$ cat src/rtl/uart_dbg_bridge.sv
// UART debug bridge: byte command protocol to bus read/write and core halt/run/reset control.
// Optional burst-write command 0x06 is built when DBG_BRIDGE_BURST_EN is defined.
module uart_dbg_bridge #(
  parameter int CLK_HZ      = 48_000_000,
  parameter int BAUD        = 115_200,
  parameter int ADDR_W      = 32,
  parameter int DATA_W      = 32,
  parameter int RST_CYC     = 16,
  parameter int TIMEOUT_CYC = 1 << 20
) (
  input  logic              clk,
  input  logic              rst_n,
  input  logic              rx,
  output logic              tx,
  output logic              cpu_clk_en,
  output logic              cpu_rst,
  output logic              bus_req,
  output logic              bus_we,
  output logic [ADDR_W-1:0] bus_addr,
  output logic [DATA_W-1:0] bus_wdata,
  input  logic [DATA_W-1:0] bus_rdata,
  input  logic              bus_ack
);

  localparam int DIV   = CLK_HZ / BAUD;
  localparam int CNT_W = $clog2(DIV);
  localparam int RST_W = $clog2(RST_CYC + 1);
  localparam int TO_W  = $clog2(TIMEOUT_CYC);

  localparam logic [CNT_W-1:0] DIV_FULL = CNT_W'(DIV - 1);
  localparam logic [CNT_W-1:0] DIV_HALF = CNT_W'(DIV / 2 - 1);
  localparam logic [RST_W-1:0] RST_FULL = RST_W'(RST_CYC - 1);
  localparam logic [TO_W-1:0]  TO_FULL  = TO_W'(TIMEOUT_CYC - 1);
  localparam logic [7:0]       AB_M1    = 8'(ADDR_W / 8 - 1);
  localparam logic [7:0]       DB       = 8'(DATA_W / 8);
  localparam logic [7:0]       DB_M1    = 8'(DATA_W / 8 - 1);

  localparam logic [7:0] CMD_WRITE = 8'h01;
  localparam logic [7:0] CMD_READ  = 8'h02;
  localparam logic [7:0] CMD_HALT  = 8'h03;
  localparam logic [7:0] CMD_RUN   = 8'h04;
  localparam logic [7:0] CMD_RESET = 8'h05;
  localparam logic [7:0] REPLY_ACK = 8'h06;
  localparam logic [7:0] REPLY_NAK = 8'h15;
`ifdef DBG_BRIDGE_BURST_EN
  localparam logic [7:0] CMD_BURST = 8'h06;
  localparam logic [7:0] AB        = 8'(ADDR_W / 8);
`endif

  function automatic logic [ADDR_W-1:0] push_addr(input logic [ADDR_W-1:0] v, input logic [7:0] b);
    logic [ADDR_W+7:0] t;
    t = {b, v};
    return t[ADDR_W+7:8];
  endfunction

  function automatic logic [DATA_W-1:0] push_data(input logic [DATA_W-1:0] v, input logic [7:0] b);
    logic [DATA_W+7:0] t;
    t = {b, v};
    return t[DATA_W+7:8];
  endfunction

  // ---------------- receiver ----------------
  typedef enum logic [1:0] {RX_IDLE, RX_START, RX_DATA, RX_STOP} rx_state_t;

  rx_state_t        rx_st;
  logic [CNT_W-1:0] rx_cnt;
  logic [2:0]       rx_bit;
  logic [7:0]       rx_sh;
  logic             rx_q1, rx_s, rx_prev;
  logic             rx_valid, rx_ferr;

  always_ff @(posedge clk or negedge rst_n) begin
    if (!rst_n) begin
      rx_q1    <= 1'b1;
      rx_s     <= 1'b1;
      rx_prev  <= 1'b1;
      rx_st    <= RX_IDLE;
      rx_cnt   <= '0;
      rx_bit   <= '0;
      rx_sh    <= '0;
      rx_valid <= 1'b0;
      rx_ferr  <= 1'b0;
    end else begin
      rx_q1    <= rx;
      rx_s     <= rx_q1;
      rx_prev  <= rx_s;
      rx_valid <= 1'b0;
      rx_ferr  <= 1'b0;
      case (rx_st)
        RX_IDLE: begin
          if (rx_prev && !rx_s) begin
            rx_cnt <= DIV_HALF;
            rx_st  <= RX_START;
          end
        end
        RX_START: begin
          if (rx_cnt == '0) begin
            if (!rx_s) begin
              rx_cnt <= DIV_FULL;
              rx_bit <= '0;
              rx_st  <= RX_DATA;
            end else begin
              rx_st <= RX_IDLE;
            end
          end else begin
            rx_cnt <= rx_cnt - 1'b1;
          end
        end
        RX_DATA: begin
          if (rx_cnt == '0) begin
            rx_sh  <= {rx_s, rx_sh[7:1]};
            rx_cnt <= DIV_FULL;
            rx_bit <= rx_bit + 3'd1;
            if (rx_bit == 3'd7) rx_st <= RX_STOP;
          end else begin
            rx_cnt <= rx_cnt - 1'b1;
          end
        end
        RX_STOP: begin
          if (rx_cnt == '0) begin
            rx_valid <= rx_s;
            rx_ferr  <= !rx_s;
            rx_st    <= RX_IDLE;
          end else begin
            rx_cnt <= rx_cnt - 1'b1;
          end
        end
        default: rx_st <= RX_IDLE;
      endcase
    end
  end

  // ---------------- transmitter: sends tx_n bytes of tx_data back-to-back ----------------
  logic              tx_load;
  logic [DATA_W-1:0] tx_data;
  logic [7:0]        tx_n;
  logic [DATA_W-1:0] tx_buf;
  logic [8:0]        tx_sh;
  logic [3:0]        tx_bit;
  logic [CNT_W-1:0]  tx_cnt;
  logic [7:0]        tx_left;
  logic              tx_active, tx_done;

  always_ff @(posedge clk or negedge rst_n) begin
    if (!rst_n) begin
      tx        <= 1'b1;
      tx_buf    <= '0;
      tx_sh     <= '1;
      tx_bit    <= '0;
      tx_cnt    <= '0;
      tx_left   <= '0;
      tx_active <= 1'b0;
      tx_done   <= 1'b0;
    end else begin
      tx_done <= 1'b0;
      if (tx_load) begin
        tx_buf    <= tx_data >> 8;
        tx_sh     <= {1'b1, tx_data[7:0]};
        tx_left   <= tx_n;
        tx        <= 1'b0;
        tx_bit    <= 4'd9;
        tx_cnt    <= DIV_FULL;
        tx_active <= 1'b1;
      end else if (tx_active) begin
        if (tx_cnt == '0) begin
          tx_cnt <= DIV_FULL;
          if (tx_bit == 4'd0) begin
            if (tx_left > 8'd1) begin
              tx_buf  <= tx_buf >> 8;
              tx_sh   <= {1'b1, tx_buf[7:0]};
              tx_left <= tx_left - 8'd1;
              tx      <= 1'b0;
              tx_bit  <= 4'd9;
            end else begin
              tx_active <= 1'b0;
              tx_done   <= 1'b1;
            end
          end else begin
            tx     <= tx_sh[0];
            tx_sh  <= {1'b1, tx_sh[8:1]};
            tx_bit <= tx_bit - 4'd1;
          end
        end else begin
          tx_cnt <= tx_cnt - 1'b1;
        end
      end
    end
  end

  // ---------------- command parser ----------------
  // state | meaning
  // IDLE  | waiting for a command byte
  // ADDR  | collecting little-endian address bytes (and burst count)
  // DATA  | collecting little-endian write data bytes
  // BUS   | bus_req held until bus_ack
  // RSTP  | core reset pulse running
  // RESP  | reply bytes being transmitted
  typedef enum logic [2:0] {S_IDLE, S_ADDR, S_DATA, S_BUS, S_RSTP, S_RESP} state_t;

  state_t           state;
  logic [7:0]       cmd;
  logic [7:0]       idx;
  logic [TO_W-1:0]  to_cnt;
  logic [RST_W-1:0] rst_cnt;
  logic             saved_en;
`ifdef DBG_BRIDGE_BURST_EN
  logic [8:0]       burst_left;
`endif

  always_ff @(posedge clk or negedge rst_n) begin
    if (!rst_n) begin
      state      <= S_IDLE;
      cmd        <= '0;
      idx        <= '0;
      to_cnt     <= '0;
      rst_cnt    <= '0;
      saved_en   <= 1'b0;
      tx_load    <= 1'b0;
      tx_data    <= '0;
      tx_n       <= '0;
      cpu_clk_en <= 1'b0;
      cpu_rst    <= 1'b1;
      bus_req    <= 1'b0;
      bus_we     <= 1'b0;
      bus_addr   <= '0;
      bus_wdata  <= '0;
`ifdef DBG_BRIDGE_BURST_EN
      burst_left <= '0;
`endif
    end else begin
      tx_load <= 1'b0;
      case (state)
        S_IDLE: begin
          if (rx_valid) begin
            cmd    <= rx_sh;
            idx    <= '0;
            to_cnt <= TO_FULL;
            tx_n   <= 8'd1;
            case (rx_sh)
              CMD_WRITE, CMD_READ: state <= S_ADDR;
`ifdef DBG_BRIDGE_BURST_EN
              CMD_BURST: state <= S_ADDR;
`endif
              CMD_HALT: begin
                cpu_clk_en <= 1'b0;
                tx_data    <= DATA_W'(REPLY_ACK);
                tx_load    <= 1'b1;
                state      <= S_RESP;
              end
              CMD_RUN: begin
                cpu_rst    <= 1'b0;
                cpu_clk_en <= 1'b1;
                tx_data    <= DATA_W'(REPLY_ACK);
                tx_load    <= 1'b1;
                state      <= S_RESP;
              end
              CMD_RESET: begin
                saved_en   <= cpu_clk_en;
                cpu_rst    <= 1'b1;
                cpu_clk_en <= 1'b1;
                rst_cnt    <= RST_FULL;
                state      <= S_RSTP;
              end
              default: begin
                tx_data <= DATA_W'(REPLY_NAK);
                tx_load <= 1'b1;
                state   <= S_RESP;
              end
            endcase
          end
        end
        S_ADDR: begin
          if (rx_ferr) begin
            state <= S_IDLE;
          end else if (rx_valid) begin
            to_cnt <= TO_FULL;
`ifdef DBG_BRIDGE_BURST_EN
            if (cmd == CMD_BURST && idx == AB) begin
              burst_left <= {rx_sh == 8'd0, rx_sh};
              idx        <= '0;
              state      <= S_DATA;
            end else
`endif
            begin
              bus_addr <= push_addr(bus_addr, rx_sh);
              if (idx == AB_M1) begin
                idx <= '0;
                case (cmd)
                  CMD_READ: begin
                    bus_req <= 1'b1;
                    bus_we  <= 1'b0;
                    state   <= S_BUS;
                  end
`ifdef DBG_BRIDGE_BURST_EN
                  CMD_BURST: idx <= idx + 8'd1;  // count byte follows the address
`endif
                  default: state <= S_DATA;
                endcase
              end else begin
                idx <= idx + 8'd1;
              end
            end
          end else if (to_cnt == '0) begin
            state <= S_IDLE;
          end else begin
            to_cnt <= to_cnt - 1'b1;
          end
        end
        S_DATA: begin
          if (rx_ferr) begin
            state <= S_IDLE;
          end else if (rx_valid) begin
            to_cnt    <= TO_FULL;
            bus_wdata <= push_data(bus_wdata, rx_sh);
            if (idx == DB_M1) begin
              idx     <= '0;
              bus_req <= 1'b1;
              bus_we  <= 1'b1;
              state   <= S_BUS;
            end else begin
              idx <= idx + 8'd1;
            end
          end else if (to_cnt == '0) begin
            state <= S_IDLE;
          end else begin
            to_cnt <= to_cnt - 1'b1;
          end
        end
        S_BUS: begin
          if (bus_ack) begin
            bus_req <= 1'b0;
`ifdef DBG_BRIDGE_BURST_EN
            if (cmd == CMD_BURST) begin
              bus_addr   <= bus_addr + ADDR_W'(DATA_W / 8);
              burst_left <= burst_left - 9'd1;
              if (burst_left == 9'd1) begin
                tx_data <= DATA_W'(REPLY_ACK);
                tx_n    <= 8'd1;
                tx_load <= 1'b1;
                state   <= S_RESP;
              end else begin
                to_cnt <= TO_FULL;
                state  <= S_DATA;
              end
            end else
`endif
            if (cmd == CMD_READ) begin
              tx_data <= bus_rdata;
              tx_n    <= DB;
              tx_load <= 1'b1;
              state   <= S_RESP;
            end else begin
              tx_data <= DATA_W'(REPLY_ACK);
              tx_n    <= 8'd1;
              tx_load <= 1'b1;
              state   <= S_RESP;
            end
          end
        end
        S_RSTP: begin
          if (rst_cnt == '0) begin
            cpu_rst    <= 1'b0;
            cpu_clk_en <= saved_en;
            tx_data    <= DATA_W'(REPLY_ACK);
            tx_n       <= 8'd1;
            tx_load    <= 1'b1;
            state      <= S_RESP;
          end else begin
            rst_cnt <= rst_cnt - 1'b1;
          end
        end
        S_RESP: begin
          if (tx_done) state <= S_IDLE;
        end
        default: state <= S_IDLE;
      endcase
    end
  end

endmodule

$ cat config.mk
export PLATFORM = sky130hd
export DESIGN_NAME = uart_dbg_bridge
export DESIGN_NICKNAME = d
export VERILOG_FILES = /design/src/rtl/uart_dbg_bridge.sv
export SDC_FILE = /design/constraint.sdc
export NUM_CORES = 1
export LEC_CHECK = 0
export ABC_CLOCK_PERIOD_IN_PS = 3100
export BUFFER_PORTS_ARGS = -buffer_cell sky130_fd_sc_hd__buf_4
export CAP_MARGIN = 10
export CORE_UTILIZATION = 30
export DETAILED_ROUTE_END_ITERATION = 8
export GPL_ROUTABILITY_DRIVEN = 0
export PLACE_DENSITY = 0.48
export SYNTH_ARGS = -nofsm -noshare
export SYNTH_HDL_FRONTEND = slang
export SYNTH_SLANG_ARGS = --single-unit
$ cat constraint.sdc
create_clock -name clk -period 3.1 [get_ports clk]
set_input_delay 0.62 -clock clk [delete_from_list [all_inputs] [get_ports clk]]
set_output_delay 0.62 -clock clk [all_outputs]
set_load 0.01 [all_outputs]
==> reports/metrics.csv, run 1 <==
metric,value,unit
synth_commonest_cells,"218 x dfrtp_1, 92 x mux2_2, 63 x nand2_1",
cp_common_cell,nand2_1,
p_comb_share,22.5,%
path_class,reg2reg,
ant_nets,0,
cts_buffers,28,
syn_to_final_growth,21.8,%
io_pins,105,
antenna_found_initial,0,
cts_root_buffer,clkbuf_16,
p_leak,5.94,nW
yosys_most_used_dff,dfrtp_1,
vias_per_cell,4.94,
clock_skew,0.0138,ns
start_util,30.7,%
crit_arrival,3.13,ns
whs_path_depth,1,
worst_ep_required_time,3.52,ns
fmaxAchievable,369,MHz
overflow,0,
crit_path_end_kind,flop,
ys_seq_area_share,54.2,%
yosysWarnings,0,
drt-met1-wl,11.7,mm
floorplan.die.height,191,microns
h-tree-depth,1,
synth.distinct_cells,71,
worstSkewPairLatency,0.55,ns
drt_iter0_markers,431,
synth_top_area_cell,dfrtp_1,
period_minus_slack,2.71,ns
cp_cell_sequence,inv_1 > ha_1 > or4b_2 > nor3_2 > buf_4 > nand2_1 > nand2_1 > a21oi_1,
outcome,"complete, no violations",
first_global_vias,7543,
synth_top_area_share,51.0,%
firstDrtPassIters,5,
critical-path-max-stage-delay,0.63,ns
dpl_worst_slack,0.375,ns
critPathMaxFanout,20,
grt.total_usage,13.6,%
n_fill_cell,3450,
num_vias,7608,
max-slew-margin-rel,50.2,%
drc,0,
critPathSlowestCell,or4b_2,
yosysMostFrequentCell,dfrtp_1,
grt_max_degree,67,
finalWirelength,24.5,mm
tritoncts,yes,
setup_tns,0,ns
ys_async_sr_fraction,100,%
regArea,5800,sq um
fp.dieW,191,microns
layout-drive-gt1-share,28.0,%
rows,68,
syn-num-nets,1003,
p_clk_share,36.3,%
clockBufferDepth,3,
synth_area_leaders,"dfrtp_1 51%, mux2_2 9.7%, a22o_1 3.2%",
nets,1116,
postCtsHoldBufs,1,
switchingPower,2.77,mW
ir_drop,0.519,mV
synthCells,951,
internal_power,6.29,mW
post_cts_resize_count,0,
coreArea,34800,sq um
hpwl,16.5,mm
highest_layer,met4,
synth_seq_cells,231,
switching_share,30.6,%
avgSynthCellArea,11.2,sq um
post_drt_wl_per_cell,15.9,microns
hold_viol,0,
fin_ws,0.392,ns
dr_wl_met3,805,microns
powerDensity,696,nW/um^2
min_path_type,in2reg,
critPathLaunchType,flop,
rsz0062_at_grt,false,
cts_setup_buffers,0,
clock_sinks,231,
tightest_slew,0.737,ns
syn_area,10700,sq um
fin_crit_sh,87.3,%
grt_pass1_wl,40.5,mm
multi_input_area,4610,sq um
reg2reg_depth,8,
p_seq_share,41.2,%
max_cap_viol_count,0,
dr_wl_met2,11.5,mm
synth-edff-count,0,
final-setup-viol-count,0,
die-area,36400,sq um
placement.io_buffers,104,
num_antenna_cells,0,
drv_slew,0,
path_clk_slew,0.06,ns
[power by group through the flow]
stage          clock, mW  combinational [mW]  sequential [mW]
6_report            3.29                2.04             3.74
5_1_grt             3.51                2.33             3.80
4_1_cts             3.40                2.08             3.74
3_5_place_dp           0                2.07             3.79
3_3_place_gp           0                2.06             3.79
2_1_floorplan          0                1.63             3.62
[cell type report]
| cell class | instances | share of cell area [%] |
|---|---|---|
| clock buffers | 44 | 6.46 |
| repair buffers | 130 | 7.86 |
| multi-input cells | 650 | 35.4 |
| well taps | 455 | 4.37 |
| flip-flops and latches | 231 | 44.5 |
| clock inverters | 8 | 0.720 |
| inverters | 23 | 0.663 |
[state kept, by name, indices dropped and copies added (netlist names), 2 cells and up, named ones only]
name	flops
rx_sh	8
to_cnt	20
tx_cnt	9
tx_sh	8
bus_addr	32
rx_bit	3
rst_cnt	5
tx_n	2
cmd	8
tx_bit	4
rx_cnt	9
tx_buf	24
idx	8
tx_left	8
bus_wdata	32
tx_data	32
state	3
[worst max-delay path, delay by kind of cell (launching register included)]
family	cells	cell delay, ns
AND/OR/NAND/NOR	4	1.52
buffers and inverters	2	0.41
flip-flops	1	0.38
adder cells (fa/ha/maj)	1	0.21
AO/OA/AOI/OAI	1	0.08
[worst paths after layout]
kind	startpoint	end	slack, ns
worst max-delay path	tx_cnt[0]	tx_buf[9]	0.39
worst min-delay path	rx	rx_q1	0.19
worst max register to register	tx_cnt[0]	tx_buf[9]	0.39
worst min register to register	rx_q1	rx_s	0.35
max in group asynchronous	rst_n	tx_sh[0]	1.73
min in group asynchronous	rst_n	tx_cnt[6]	0.61
[placed cells by master (no fill, tap or decap), types with 6 or more instances in the layout]
cell and count:
mux2_2 92, clkbuf_8 6, ha_1 16, nor3b_1 8
a21oi_1 45, o31ai_1 11, xnor2_1 6, nand4_1 9
nand2b_1 12, dfstp_2 13, o21a_1 7, and3_1 7
inv_1 23, nor3_1 22, nor2_1 56, a22o_1 39
a31oi_1 22, clkbuf_1 9, nand3_1 20, xor2_1 10
clkbuf_16 29, nor2b_1 25, o21ai_0 45, mux2i_1 15
dfrtp_1 217, buf_4 125, or4_1 10, nand2_1 63
nor4_1 11, or3_1 7, and2_1 8
[through the flow]
stage	utilization, %	cells	total power, mW	cell area (sq um)	hold slack [ns]
6_report	37.4	1541	9.06	13000	0.187
4_1_cts	37.4	1541	9.21	13000	0.151
2_1_floorplan	-	951	5.25	10700	0.324
5_1_grt	37.4	1541	9.63	13000	0.164
3_3_place_gp	34.7	1488	5.85	12100	0.347
3_5_place_dp	34.7	1488	5.86	12100	0.349
[routing by layer]
metal	GRT usage, %	vias to the layer above
met5	0	-
met4	4.06	0
met3	2.21	37
met2	21.6	100
met1	19.1	3756
li1	-	3715
[cell families (layout without fill, tap and decap cells)]
group	Yosys count	count (layout)	synth area share [%]
buf+inv	70	205	2.73
mux	107	107	11.1
simple gates	294	294	15.0
flops	231	231	54.2
xor+xnor	16	16	1.31
fa+ha+maj	16	16	1.87
compound gates	217	217	13.7
(Power assumes the default switching activity.)
==> run 2, diff against run 1 <==
Settings changed: ABC_AREA from default to 1.
==> run 2 against run 1 <==
  * Flip-flop and latch count stayed put
  * Sequential power is 3% higher
  * Utilization is 0.38 points lower
  * Critical path depth is 2 lower
  * Largest cell class unchanged
  * Highest routed layer unchanged
==> reports/metrics.csv, run 2 <==
metric,value,unit
critPathBufInv,2,
num_antenna_cells,0,
overflow,0,
max_cap_viol_count,0,
cts_buffers,28,
grt_pass1_wl,43.7,mm
post_cts_resize_count,0,
fin_ws,0.806,ns
firstDrtPassIters,5,
reg2reg_setup_slack,0.81,ns
top_regs,"bus_addr (32), bus_wdata (32), tx_data (32)",
cp_cell_sequence,inv_1 > nor2_1 > nand2_1 > buf_4 > nor2_1 > a21oi_1,
outcome,"complete, no violations",
dpl_worst_slack,0.769,ns
ant_nets,0,
post_drt_wl_per_cell,13.8,microns
clock_sinks,231,
drc,0,
nets,1470,
postCtsHoldBufs,0,
clock_skew,0.00708,ns
critPathSlowestCell,inv_1,
clockBufferDepth,3,
synth_commonest_cells,"351 x nand2_1, 218 x dfrtp_1, 161 x o21ai_0",
highest_layer,met4,
mostFrequentLayoutCells,"350 x nand2_1, 218 x dfrtp_1, 161 x o21ai_0",
final_common_cell,nand2_1,
final-setup-viol-count,0,
placement.io_buffers,104,
syn_area,10900,sq um
yosysWarnings,0,
h-tree-depth,1,
grt_max_degree,81,
coreArea,35700,sq um
yosys_most_used_dff,dfrtp_1,
p_leak,6.44,nW
antenna_found_initial,0,
synth-edff-count,0,
fp.dieW,193,microns
num_vias,8578,
dr_wl_met2,12.1,mm
reg2reg_to,bus_addr[21],
powerDensity,747,nW/um^2
crit_path_end_kind,flop,
min_path_type,in2async,
syn-num-nets,1359,
ys_async_sr_fraction,100,%
max-slew-margin-rel,42.1,%
rows,69,
ys_seq_area_share,53.0,%
synth.distinct_cells,40,
postLayoutCoreUtil,37.1,%
synth_top_area_share,49.9,%
path_clk_slew,0.06,ns
fmaxAchievable,436,MHz
start_util,30.6,%
cts_setup_buffers,0,
floorplan.die.height,193,microns
first_global_vias,8434,
fin_hold_ws,0.0592,ns
r2r-start,rx_valid,
syn_to_final_growth,21.1,%
drt_iter0_markers,515,
layout-drive-gt1-share,15.8,%
critical-path-max-stage-delay,0.63,ns
hold_viol,0,
ir_drop,0.445,mV
hpwl,18.3,mm
worst_ep_required_time,3.56,ns
rsz0062_at_grt,false,
yosysMostFrequentCell,nand2_1,
drv_slew,0,
io_pins,105,
cp_common_cell,nor2_1,
vias_per_cell,4.51,
synth_area_leaders,"dfrtp_1 50%, nand2_1 12%, o21ai_0 7.4%",
synth_seq_cells,231,
crit_family,buffers and inverters,
die-area,37200,sq um
dr_wl_met3,785,microns
crit_arrival,2.76,ns
synth_top_area_cell,dfrtp_1,
path_class,reg2reg,
reg2reg_depth,6,
fin_crit_sh,74.0,%
avgSynthCellArea,8.37,sq um
worstSkewPairLatency,0.53,ns
drt-met1-wl,12.8,mm
synthCells,1307,
tightest_slew,0.867,ns
cts_root_buffer,clkbuf_16,
grt.total_usage,14.5,%
finalWirelength,26.2,mm
period_minus_slack,2.29,ns
critPathMaxFanout,23,
critPathLaunchType,flop,
tritoncts,yes,
setup_tns,0,ns
run 2: cell count changes after synthesis, moves of 39 or more:
cell,before,now
nand2_1,63,351
o21ai_0,46,161
nand3_1,20,87
a22o_1,39,0
inv_1,23,138
mux2_2,92,17
nor2_1,57,122
run 2: kinds of logic after synthesis:
| family | count (synthesis) | share of synthesized area (%) |
|---|---|---|
| AND/OR/NAND/NOR | 611 | 23.4 |
| flip-flops | 231 | 53.0 |
| AO/OA/AOI/OAI | 214 | 10.2 |
| buffers and inverters | 184 | 6.93 |
| multiplexers | 35 | 3.40 |
| XOR/XNOR | 16 | 1.28 |
| adder cells (fa/ha/maj) | 16 | 1.83 |
run 2: final cells by class:
type	count	area [sq um]
timing repair buffer	123	956
tap	461	577
fill	3715	22500
clock inverter	10	140
sequential	231	5800
multi-input combinational	892	4390
clock buffer	42	855
inverter	142	533
run 2: metal layers:
metal / up-vias / global-route usage [%]
met5: - / 0
met4: 0 / 3.82
met1: 4023 / 20.5
met3: 34 / 1.89
li1: 4428 / -
met2: 93 / 23.2
run 2: power by group:
group / switching, mW / internal (mW) / leakage, nW / total [mW]
Clock: 1.30 / 2.15 / 0.492 / 3.46
Sequential: 0.380 / 3.49 / 3.03 / 3.87
Combinational: 1.67 / 0.899 / 2.92 / 2.57
run 2: how the worst max path moves through the flow:
stage	to	slack, ns	start	cells past startpoint
finish	bus_addr[21]	0.81	rx_valid	6
detailed placement	tx_data[7]	0.77	rx_valid	8
floorplan	to_cnt[10]	1.25	to_cnt[0]	10
global placement	bus_addr[21]	0.77	rx_valid	6
global route	tx_sh[2]	0.46	tx_bit[0]	8
CTS	bus_addr[12]	0.76	rx_valid	5
run 2: through the flow:
| step | instance area [sq um] | total power [mW] | std cells |
|---|---|---|---|
| after floorplan | 10900 | 5.84 | 1307 |
| after global placement | 12200 | 6.49 | 1849 |
| after detailed placement | 12200 | 6.51 | 1849 |
| after CTS | 13200 | 10.0 | 1901 |
| after global routing | 13200 | 10.7 | 1901 |
| final | 13200 | 9.90 | 1901 |
